<file path="config.mk">
export PLATFORM = sky130hd
export DESIGN_NAME = mem_ctrl
export DESIGN_NICKNAME = d
export VERILOG_FILES = /design/src/rtl/mem_ctrl.sv
export SDC_FILE = /design/constraint.sdc
export NUM_CORES = 1
export LEC_CHECK = 0
export ABC_AREA = 1
export BUFFER_PORTS_ARGS = -buffer_cell sky130_fd_sc_hd__buf_2
export CORE_ASPECT_RATIO = 1.2
export CORE_MARGIN = 5
export CORE_UTILIZATION = 45
export DETAILED_ROUTE_END_ITERATION = 8
export PLACE_DENSITY_LB_ADDON = 0.2
export SLEW_MARGIN = 20
export SYNTH_ARGS = -nofsm -noshare
export SYNTH_HDL_FRONTEND = slang
export SYNTH_SLANG_ARGS = --single-unit
</file>
<file path="constraint.sdc">
create_clock -name clk -period 3 [get_ports clk]
set_clock_uncertainty 0.2 [all_clocks]
set_input_delay 0.3 -clock clk [delete_from_list [all_inputs] [get_ports clk]]
set_output_delay 0.3 -clock clk [all_outputs]
set_load 0.05 [all_outputs]
</file>
<file path="src/rtl/mem_ctrl.sv">
// Byte-serial memory controller: arbitrates instruction fetch and load-store requests onto an 8-bit RAM/IO bus.
// Optional feature macro MEMC_IO_STALL_EN: stalls write beats to the IO region while io_buffer_full is set.
module mem_ctrl #(
    parameter int         IF_BYTES = 4,
    parameter logic [1:0] IO_HI    = 2'b11
) (
    input  logic        clk,
    input  logic        rst,
    input  logic        rdy,
    input  logic        rollback,
    input  logic [7:0]  mem_din,
    output logic [7:0]  mem_dout,
    output logic [31:0] mem_a,
    output logic        mem_wr,
    input  logic        io_buffer_full,
    input  logic        if_en,
    input  logic [31:0] if_addr,
    output logic        if_done,
    output logic [31:0] if_data,
    input  logic        lsb_en,
    input  logic        lsb_rw,
    input  logic [31:0] lsb_addr,
    input  logic [2:0]  lsb_len,
    input  logic [31:0] lsb_w_data,
    output logic        lsb_done,
    output logic [31:0] lsb_r_data
);

`ifdef MEMC_IO_STALL_EN
    typedef enum logic [2:0] {IDLE, IF_RD, LS_RD, LS_WR, IO_WAIT} state_t;
`else
    typedef enum logic [2:0] {IDLE, IF_RD, LS_RD, LS_WR} state_t;
`endif

    state_t      state_q;
    state_t      state_d;

    logic [2:0]  cnt_q;
    logic [31:0] base_q;
    logic [2:0]  len_q;
    logic [31:0] wdata_q;
    logic [31:0] acc_q;

    logic        pend_valid_q;
    logic        pend_rw_q;
    logic [31:0] pend_addr_q;
    logic [2:0]  pend_len_q;
    logic [31:0] pend_data_q;

    logic        if_done_q;
    logic        lsb_done_q;
    logic [31:0] if_data_q;
    logic [31:0] lsb_r_data_q;

    logic [31:0] beat_addr;
    logic        rd_last;
    logic        wr_last;
    logic        take_pend;
    logic        take_if;
    logic        write_beat;
    logic [1:0]  rd_idx;
    logic [4:0]  wr_sel;
    logic [31:0] acc_next;

    assign beat_addr = base_q + {29'd0, cnt_q};
    assign rd_last   = (cnt_q >= len_q);
    assign wr_last   = (({1'b0, cnt_q} + 4'd1) >= {1'b0, len_q});
    assign rd_idx    = cnt_q[1:0] - 2'd1;
    assign wr_sel    = {cnt_q[1:0], 3'b000};

`ifdef MEMC_IO_STALL_EN
    logic io_block;
    assign io_block = (beat_addr[17:16] == IO_HI) && io_buffer_full;
`else
    logic unused_io;
    assign unused_io = io_buffer_full ^ (beat_addr[17:16] == IO_HI);
`endif

    // Read data trails its address by one cycle, so the byte landing now belongs to beat cnt-1.
    always_comb begin
        acc_next = acc_q;
        acc_next[{rd_idx, 3'b000} +: 8] = mem_din;
    end

    always_ff @(posedge clk or negedge rst) begin
        if (!rst) begin
            state_q <= IDLE;
        end else if (rdy) begin
            state_q <= state_d;
        end
    end

    // A pending store survives rollback; loads and fetches are speculative and dropped.
    always_comb begin
        state_d   = state_q;
        take_pend = 1'b0;
        take_if   = 1'b0;
        case (state_q)
            IDLE: begin
                if (pend_valid_q && (pend_rw_q || !rollback)) begin
                    take_pend = 1'b1;
                    state_d   = pend_rw_q ? LS_WR : LS_RD;
                end else if (if_en && !rollback) begin
                    take_if = 1'b1;
                    state_d = IF_RD;
                end
            end
            IF_RD, LS_RD: begin
                if (rollback || rd_last) begin
                    state_d = IDLE;
                end
            end
            LS_WR: begin
`ifdef MEMC_IO_STALL_EN
                if (io_block) begin
                    state_d = IO_WAIT;
                end else if (wr_last) begin
                    state_d = IDLE;
                end
`else
                if (wr_last) begin
                    state_d = IDLE;
                end
`endif
            end
`ifdef MEMC_IO_STALL_EN
            IO_WAIT: begin
                if (!io_buffer_full) begin
                    state_d = wr_last ? IDLE : LS_WR;
                end
            end
`endif
            default: state_d = IDLE;
        endcase
    end

    always_comb begin
        mem_a      = 32'd0;
        mem_dout   = 8'd0;
        write_beat = 1'b0;
        case (state_q)
            IF_RD, LS_RD: begin
                if (!rd_last) begin
                    mem_a = beat_addr;
                end
            end
            LS_WR: begin
                mem_a    = beat_addr;
                mem_dout = wdata_q[wr_sel +: 8];
`ifdef MEMC_IO_STALL_EN
                write_beat = !io_block;
`else
                write_beat = 1'b1;
`endif
            end
`ifdef MEMC_IO_STALL_EN
            IO_WAIT: begin
                mem_a      = beat_addr;
                mem_dout   = wdata_q[wr_sel +: 8];
                write_beat = !io_buffer_full;
            end
`endif
            default: ;
        endcase
    end

    assign mem_wr     = write_beat & rdy;
    assign if_done    = if_done_q & rdy;
    assign lsb_done   = lsb_done_q & rdy;
    assign if_data    = if_data_q;
    assign lsb_r_data = lsb_r_data_q;

    always_ff @(posedge clk or negedge rst) begin
        if (!rst) begin
            cnt_q        <= 3'd0;
            base_q       <= 32'd0;
            len_q        <= 3'd0;
            wdata_q      <= 32'd0;
            acc_q        <= 32'd0;
            pend_valid_q <= 1'b0;
            pend_rw_q    <= 1'b0;
            pend_addr_q  <= 32'd0;
            pend_len_q   <= 3'd0;
            pend_data_q  <= 32'd0;
            if_done_q    <= 1'b0;
            lsb_done_q   <= 1'b0;
            if_data_q    <= 32'd0;
            lsb_r_data_q <= 32'd0;
        end else if (rdy) begin
            if_done_q  <= 1'b0;
            lsb_done_q <= 1'b0;

            if (take_pend || (rollback && !pend_rw_q)) begin
                pend_valid_q <= 1'b0;
            end
            if (lsb_en && (lsb_rw || !rollback)) begin
                pend_valid_q <= 1'b1;
                pend_rw_q    <= lsb_rw;
                pend_addr_q  <= lsb_addr;
                pend_len_q   <= lsb_len;
                pend_data_q  <= lsb_w_data;
            end

            if (take_pend) begin
                base_q  <= pend_addr_q;
                len_q   <= pend_len_q;
                wdata_q <= pend_data_q;
                cnt_q   <= 3'd0;
                acc_q   <= 32'd0;
            end else if (take_if) begin
                base_q <= if_addr;
                len_q  <= 3'(IF_BYTES);
                cnt_q  <= 3'd0;
                acc_q  <= 32'd0;
            end

            case (state_q)
                IF_RD, LS_RD: begin
                    if (!rollback) begin
                        cnt_q <= cnt_q + 3'd1;
                        if (cnt_q != 3'd0) begin
                            acc_q <= acc_next;
                        end
                        if (rd_last) begin
                            if (state_q == IF_RD) begin
                                if_done_q <= 1'b1;
                                if_data_q <= acc_next;
                            end else begin
                                lsb_done_q   <= 1'b1;
                                lsb_r_data_q <= acc_next;
                            end
                        end
                    end
                end
                LS_WR: begin
                    if (write_beat) begin
                        cnt_q <= cnt_q + 3'd1;
                        if (wr_last) begin
                            lsb_done_q <= 1'b1;
                        end
                    end
                end
`ifdef MEMC_IO_STALL_EN
                IO_WAIT: begin
                    if (write_beat) begin
                        cnt_q <= cnt_q + 3'd1;
                        if (wr_last) begin
                            lsb_done_q <= 1'b1;
                        end
                    end
                end
`endif
                default: ;
            endcase
        end
    end

endmodule

</file>
# After elaboration in Yosys (flattened, before gate mapping)
# Cells that the tools add are included.
[op_classes] add_sub_neg=5 n_mul=0 div=0 magnitude_cmp=2 n_eq_ne=6 n_shift=3 mux=42 n_bitwise=5 n_reduce_logical=22
[ops] cell="$mux W32" count=8
[ops] cell="$pmux W32 S2" count=1
[ops] cell="$add A32 B3 Y32" count=1
[ops] cell="$bwmux W32" count=1
[ops] cell="$shift A8 B7 Y32 const A" count=1
[ops] cell="$shiftx A32 B6 Y8" count=1
[ops] cell="$shiftx A8 B7 Y32" count=1
[ops] cell="$mux W3" count=10
[ops] cell="$mux W1" count=18
[ops] cell="$reduce_and A5 Y1" count=2
[ops] cell="$pmux W3 S3" count=1
[ops] cell="$mux W8" count=1
[ops] cell="$reduce_and A2 Y1" count=4
[ops] cell="$neg A5 Y7" count=1
[ops] cell="$eq A3 B2 Y1 const B" count=2
[ops] cell="$pmux W3 S2" count=1
[ops] cell="$add A3 B1 Y4 const B" count=1
[ops] cell="$ge A4 B3 Y1" count=1
[ops] cell="$logic_and A1 B1 Y1" count=4
[ops] cell="$logic_or A1 B1 Y1" count=4
[ops] cell="$ne A2 B2 Y1 const B" count=2
[ops] cell="$reduce_and A4 Y1" count=1
[ops] cell="$reduce_bool A2 Y1" count=2
[ops] cell="$add A3 B1 Y3 const B" count=1
[ops] cell="other kinds (11)" count=15
[totals] register_bits=240 latch_bits=0 ramBits=0 mem_bits_ro=0 input_bits=115 output_inout_bits=107 wordCells=100 n_memories=0

# Logic depth before layout (Yosys ltp)
[depth] ltp_word=10 depth_mapped=12 depth_no_buf=12

# Worst setup path after synthesis
# Ideal clock, no wire load.
[synth_path] path_kind="reg2out" startpoint="register cnt_q[0]" endpoint="output mem_a[6]" arrival_time_ns=3.099 required_ns=2.500 slack_ns=-0.599 path_stages_with_launch=10 n_path_buf=2 cell_sequence="dfrtp_1 inv_1 clkbuf_1 ha_1 nand3_1 nand3_1 o21ai_0 nand2_1 clkbuf_1 a211oi_1"
[synth_via] elab_chain_len=3 word_cells_on_any_way=4 cone_classes="add/sub (1); order compare (1); mux (2)"
[synth_lines] element="from (decl)" line_no="38" rtl="logic [2:0] cnt_q;"
[synth_lines] element="from (signal assigned)" line_no="220" rtl="cnt_q <= cnt_q + 3'd1;"
[synth_lines] element="from (signal assigned)" line_no="237" rtl="cnt_q <= cnt_q + 3'd1;"
[synth_lines] element="$add A32 B3 Y32 or $ge A3 B3 Y1 (tied branches)" line_no="65, 66"
[synth_lines] element="$mux W32" line_no="143" rtl="if (!rd_last) begin"
[synth_lines] element="$pmux W32 S2 (*)" line_no="141" rtl="case (state_q)"
[synth_lines] element="to (decl)" line_no="13" rtl="output logic [31:0] mem_a,"
# Mark *: on every way between the ends. The rest lies on a longest branch, timed or not.

# Worst setup path after layout
[layout_path] startpoint="register cnt_q[2]" endpoint="output mem_a[23]"
# The elaborated chain is that of the path after synthesis.

==> results.md <==
- The run finished, with violations left.
- The checks that failed: setup timing.
- The mean instance size in the synthesized netlist is around 8.7 µm².
- TritonCTS built the clock tree.
- The total power draw is 13.6 mW.
- The final count of hold timing violations is 0.
- The number of fill cells in the layout is between 2k and 2.5k.
- The number of levels the H-tree was split into is 1.
- The category of the critical setup timing path is register to output port.
- Global routing used 21.4% of the available tracks across all layers.
- The area used by sequential logic in the layout is around 6000 µm².
- The worst setup slack after placement is 212 ps.
- The path class of the tightest hold or removal check is primary input to register.
- The endpoint of the most critical setup path is mem_a[23].
- Clock tree synthesis found a total of 239 sinks.
- The number of remaining DRC errors is 0.
- For this run, the number of Yosys warnings is 0.
- The maximum fanout along the worst path is 4.
- The areal power density over the cells is 887 nW/µm².
- The max-slew violation total from the final report was 0.
- Across the VDD grid, the largest voltage drop is 0.632 mV.
- The kind of cell with the highest combined delay on the critical path is simple AND/OR/NAND/NOR gates.
- The slowest stage of the critical path belongs to the cell sky130_fd_sc_hd__dfrtp_1.
- The launching element of the worst setup path is cnt_q[2].
- The post-route core utilization is 62.5%.
- The setup check on the worst reg-to-reg path leaves a slack of around 220 ps.
- The layout-stage area growth over the synthesis result is 37.3%.
- The register bit total from synthesis is about 240.
- Traced cell by cell, the critical path runs through buf_6 -> ha_4 -> nand2_4 -> nor2_4 -> nor2_4 -> nor2_4 -> buf_4 -> buf_6 -> nand4_1 -> nand2_1 -> nand2_1 -> nor2_2 -> buf_6.
- The number of top-level pins is 222.
- In the final layout, the share of cells above drive strength 1 is between 20% and 30%.
- The first-pass GRT wire length is 50.1 mm.
- The tool flagged a number of max-cap violations equal to 0.
- The clock passes through at most 3 buffers.
- The count of placed standard cells including taps is 1,793.
- Derived from the worst setup path, the maximum achievable clock frequency is between 300 and 400 MHz.
- STA classifies the critical path startpoint as a register.
- For the worst setup path, the data arrival time is 2520 ps.
- Synthesis produced a netlist with a net count of ~1.4k.
- The required time at the worst-slack endpoint is 2500 ps.
- In this design, the stage delay of the slowest critical-path cell is 420 ps.
- The worst path uses 101% of the clock period.
- For this configuration, the core starts out at a cell density of 45.5%.
- The largest net degree at the start of global routing is 101.
- Setup repair after global routing could not meet its margin everywhere.
- The clock root buffer is sky130_fd_sc_hd__clkbuf_16.
- Before antenna repair, the detailed router went through 5 iterations.
- The minimum clock period is around 3000 ps.
- The initial antenna violation count was 0.
- The number of instances in the synthesized netlist is 1,283.
- The mapped netlist covers ~11,000 µm².
- The post-layout instance count excluding filler cells is 1,957.
- The transition time of the tightest slew-check pin is 907 ps.
- The number of rows created at floorplan is between 60 and 70.
- The aggregate negative setup slack is -46.9 ps.
- Clock-pin slew was measured on the worst setup and hold paths at 70 ps.
- Setup violations remaining at the end of the flow were counted as 3.
- Buffers placed on the I/O ports in this run total 220.
- The die extent in x is 154 µm.
- The remaining global-route overflow is 0.
- The worst pin sits at a relative slew slack of between 30% and 40%.
- The antenna diode instance count is 0.
- After the first detailed-routing iteration, the DRC count stood at roughly 520.
- In the post-route analysis, the smallest setup slack over all paths is -24.9 ps.
- In this run, CTS created clock tree buffers numbering 25.
- The register area share after synthesis is 53.5%.
- The die covers 28,100 µm².
- The weighted congestion reported at the end of routability-driven placement is 0.903.
- The net count of the finished layout is 1,749.
- The worst register-to-register path ends at lsb_r_data[29].
- The latest clock arrival within the worst-skew pair is 520 ps.
- The area of the multi-input gates is approximately 4900 µm².
- The floorplan die height is ~180 µm.
- The number of nets with antenna violations after routing is 0.
- Dividing the detail-routed wire length by the instance count gives 16.1 µm.
- The instance count on the critical path is 13.
- The via count of the first global-routing pass is 9,879.
- Detailed placement finished with a half-perimeter wire length of 20.4 mm.
- The total via count in the routed design is 9,861.
- The origin of the critical flop-to-flop path is cnt_q[1].
- After detailed routing, the total wire length is approximately 31 mm.
- The netlist uses 36 different library cells.
- The number of cells on the worst reg-to-reg path is 10.
- In the routed layout, each cell is associated on average with a via count of between 5 and 6.
- The critical path contains buffers and inverters numbering 4 combined.
- The analysis attributes to cell leakage a power of 7.67 nW.
- The core region is 24,600 µm².
- The endpoint kind of the worst setup timing path is an output port.
## per-stage QoR
| step | cell area, µm² | hold slack, ps |
|---|---|---|
| global placement | 12800 | 69.8 |
| finish | 15400 | 70.4 |
| CTS | 15000 | 55.0 |
| global route | 15400 | 80.5 |
| floorplan | 11300 | -196 |
| detailed placement | 12800 | 72.8 |
## state kept, by name, indices dropped and copies added, names as in the netlist, 2 cells and up
| name | flops |
|---|---|
| pend_addr_q | 32 |
| lsb_r_data | 32 |
| pend_data_q | 32 |
| wdata_q | 32 |
| pend_len_q | 3 |
| len_q | 3 |
| state_q | 2 |
| cnt_q | 3 |
| acc_q | 32 |
| base_q | 32 |
| if_data | 32 |
## worst min path at each step
stage	from	end	cells after the start
5_1_grt	rdy	lsb_done_q	4
6_report	rdy	lsb_done_q	4
3_3_place_gp	rst	if_data[28]	1
2_1_floorplan	rst	acc_q[0]	0
3_5_place_dp	rst	if_data[24]	1
4_1_cts	rdy	lsb_done_q	4
## Yosys cell counts, drive strengths merged
| cell | n | area, µm² |
|---|---|---|
| xnor2 | 5 | 43.8 |
| o211ai | 1 | 12.5 |
| a22oi | 7 | 52.6 |
| a22o | 2 | 17.5 |
| buf | 27 | 136 |
| a211oi | 1 | 7.51 |
| a31oi | 7 | 43.8 |
| o221ai | 1 | 8.76 |
| nor3 | 14 | 80.1 |
| clkinv | 2 | 7.51 |
| a21oi | 49 | 245 |
| o21ai | 157 | 786 |
| xor2 | 6 | 52.6 |
| nand2 | 280 | 1050 |
| nand3 | 30 | 150 |
| dfrtp | 239 | 5980 |
| ha | 18 | 225 |
| and2 | 1 | 6.26 |
| inv | 131 | 492 |
| mux2 | 37 | 417 |
| fa | 1 | 20.0 |
| nor3b | 4 | 35.0 |
| nand4 | 14 | 87.6 |
| mux2i | 32 | 320 |
| o22ai | 30 | 188 |
| nor2 | 156 | 601 |
| nor4 | 1 | 6.26 |
| clkbuf | 30 | 113 |
## cells by family after synthesis
family	after synthesis	share of synthesized area (%)
flip-flops	239	53.5
buffers and inverters	190	6.69
AND/OR/NAND/NOR	500	18.0
XOR/XNOR	11	0.861
multiplexers	69	6.59
adder cells (fa/ha/maj)	19	2.19
AO/OA/AOI/OAI	255	12.2
## report_power, final
group	switching (mW)	internal, mW	total, mW
Combinational	3.77	1.91	5.69
Clock	1.23	2.00	3.23
Sequential	0.646	4.07	4.72
## area by class of cell
type / instances / area share [%]
inverters: 133 / 3.30
clock buffers: 36 / 4.67
flip-flops and latches: 239 / 38.9
repair buffers: 362 / 17.8
clock inverters: 8 / 0.937
multi-input cells: 854 / 31.7
well taps: 325 / 2.65
## per-layer routing
metal / global-route usage, % / share of wire, %
met1: 29.5 / 45
met2: 36.3 / 49
met3: 3.01 / 4.4
met4: 4.63 / 1.6
met5: 0 / 0
## tightest hold or removal path, cell delays in order
cell and delay (ps):
sky130_fd_sc_hd__buf_2 190, sky130_fd_sc_hd__inv_2 130, sky130_fd_sc_hd__nand2_1 80, sky130_fd_sc_hd__nand2_1 50
## cell usage in the layout, fill, tap and decap left out, types with 27 or more instances in the layout
cell type,n
sky130_fd_sc_hd__mux2i_1,32
sky130_fd_sc_hd__clkbuf_16,27
sky130_fd_sc_hd__buf_2,187
sky130_fd_sc_hd__inv_1,118
sky130_fd_sc_hd__a21oi_1,48
sky130_fd_sc_hd__nor2_1,120
sky130_fd_sc_hd__o22ai_1,30
sky130_fd_sc_hd__buf_4,37
sky130_fd_sc_hd__mux2_2,37
sky130_fd_sc_hd__nand2_1,270
sky130_fd_sc_hd__dlygate4sd3_1,102
sky130_fd_sc_hd__dfrtp_1,238
sky130_fd_sc_hd__o21ai_0,147
## timing repair
action                     CTS  global route
pin swaps                    9            36
hold buffers               102             0
gates cloned                 0             2
setup buffers                7             9
hold endpoints to repair   260             0
setup endpoints to repair   30            32
gates resized for setup     71            70
Note: power is estimated with default switching activity, not from simulation.
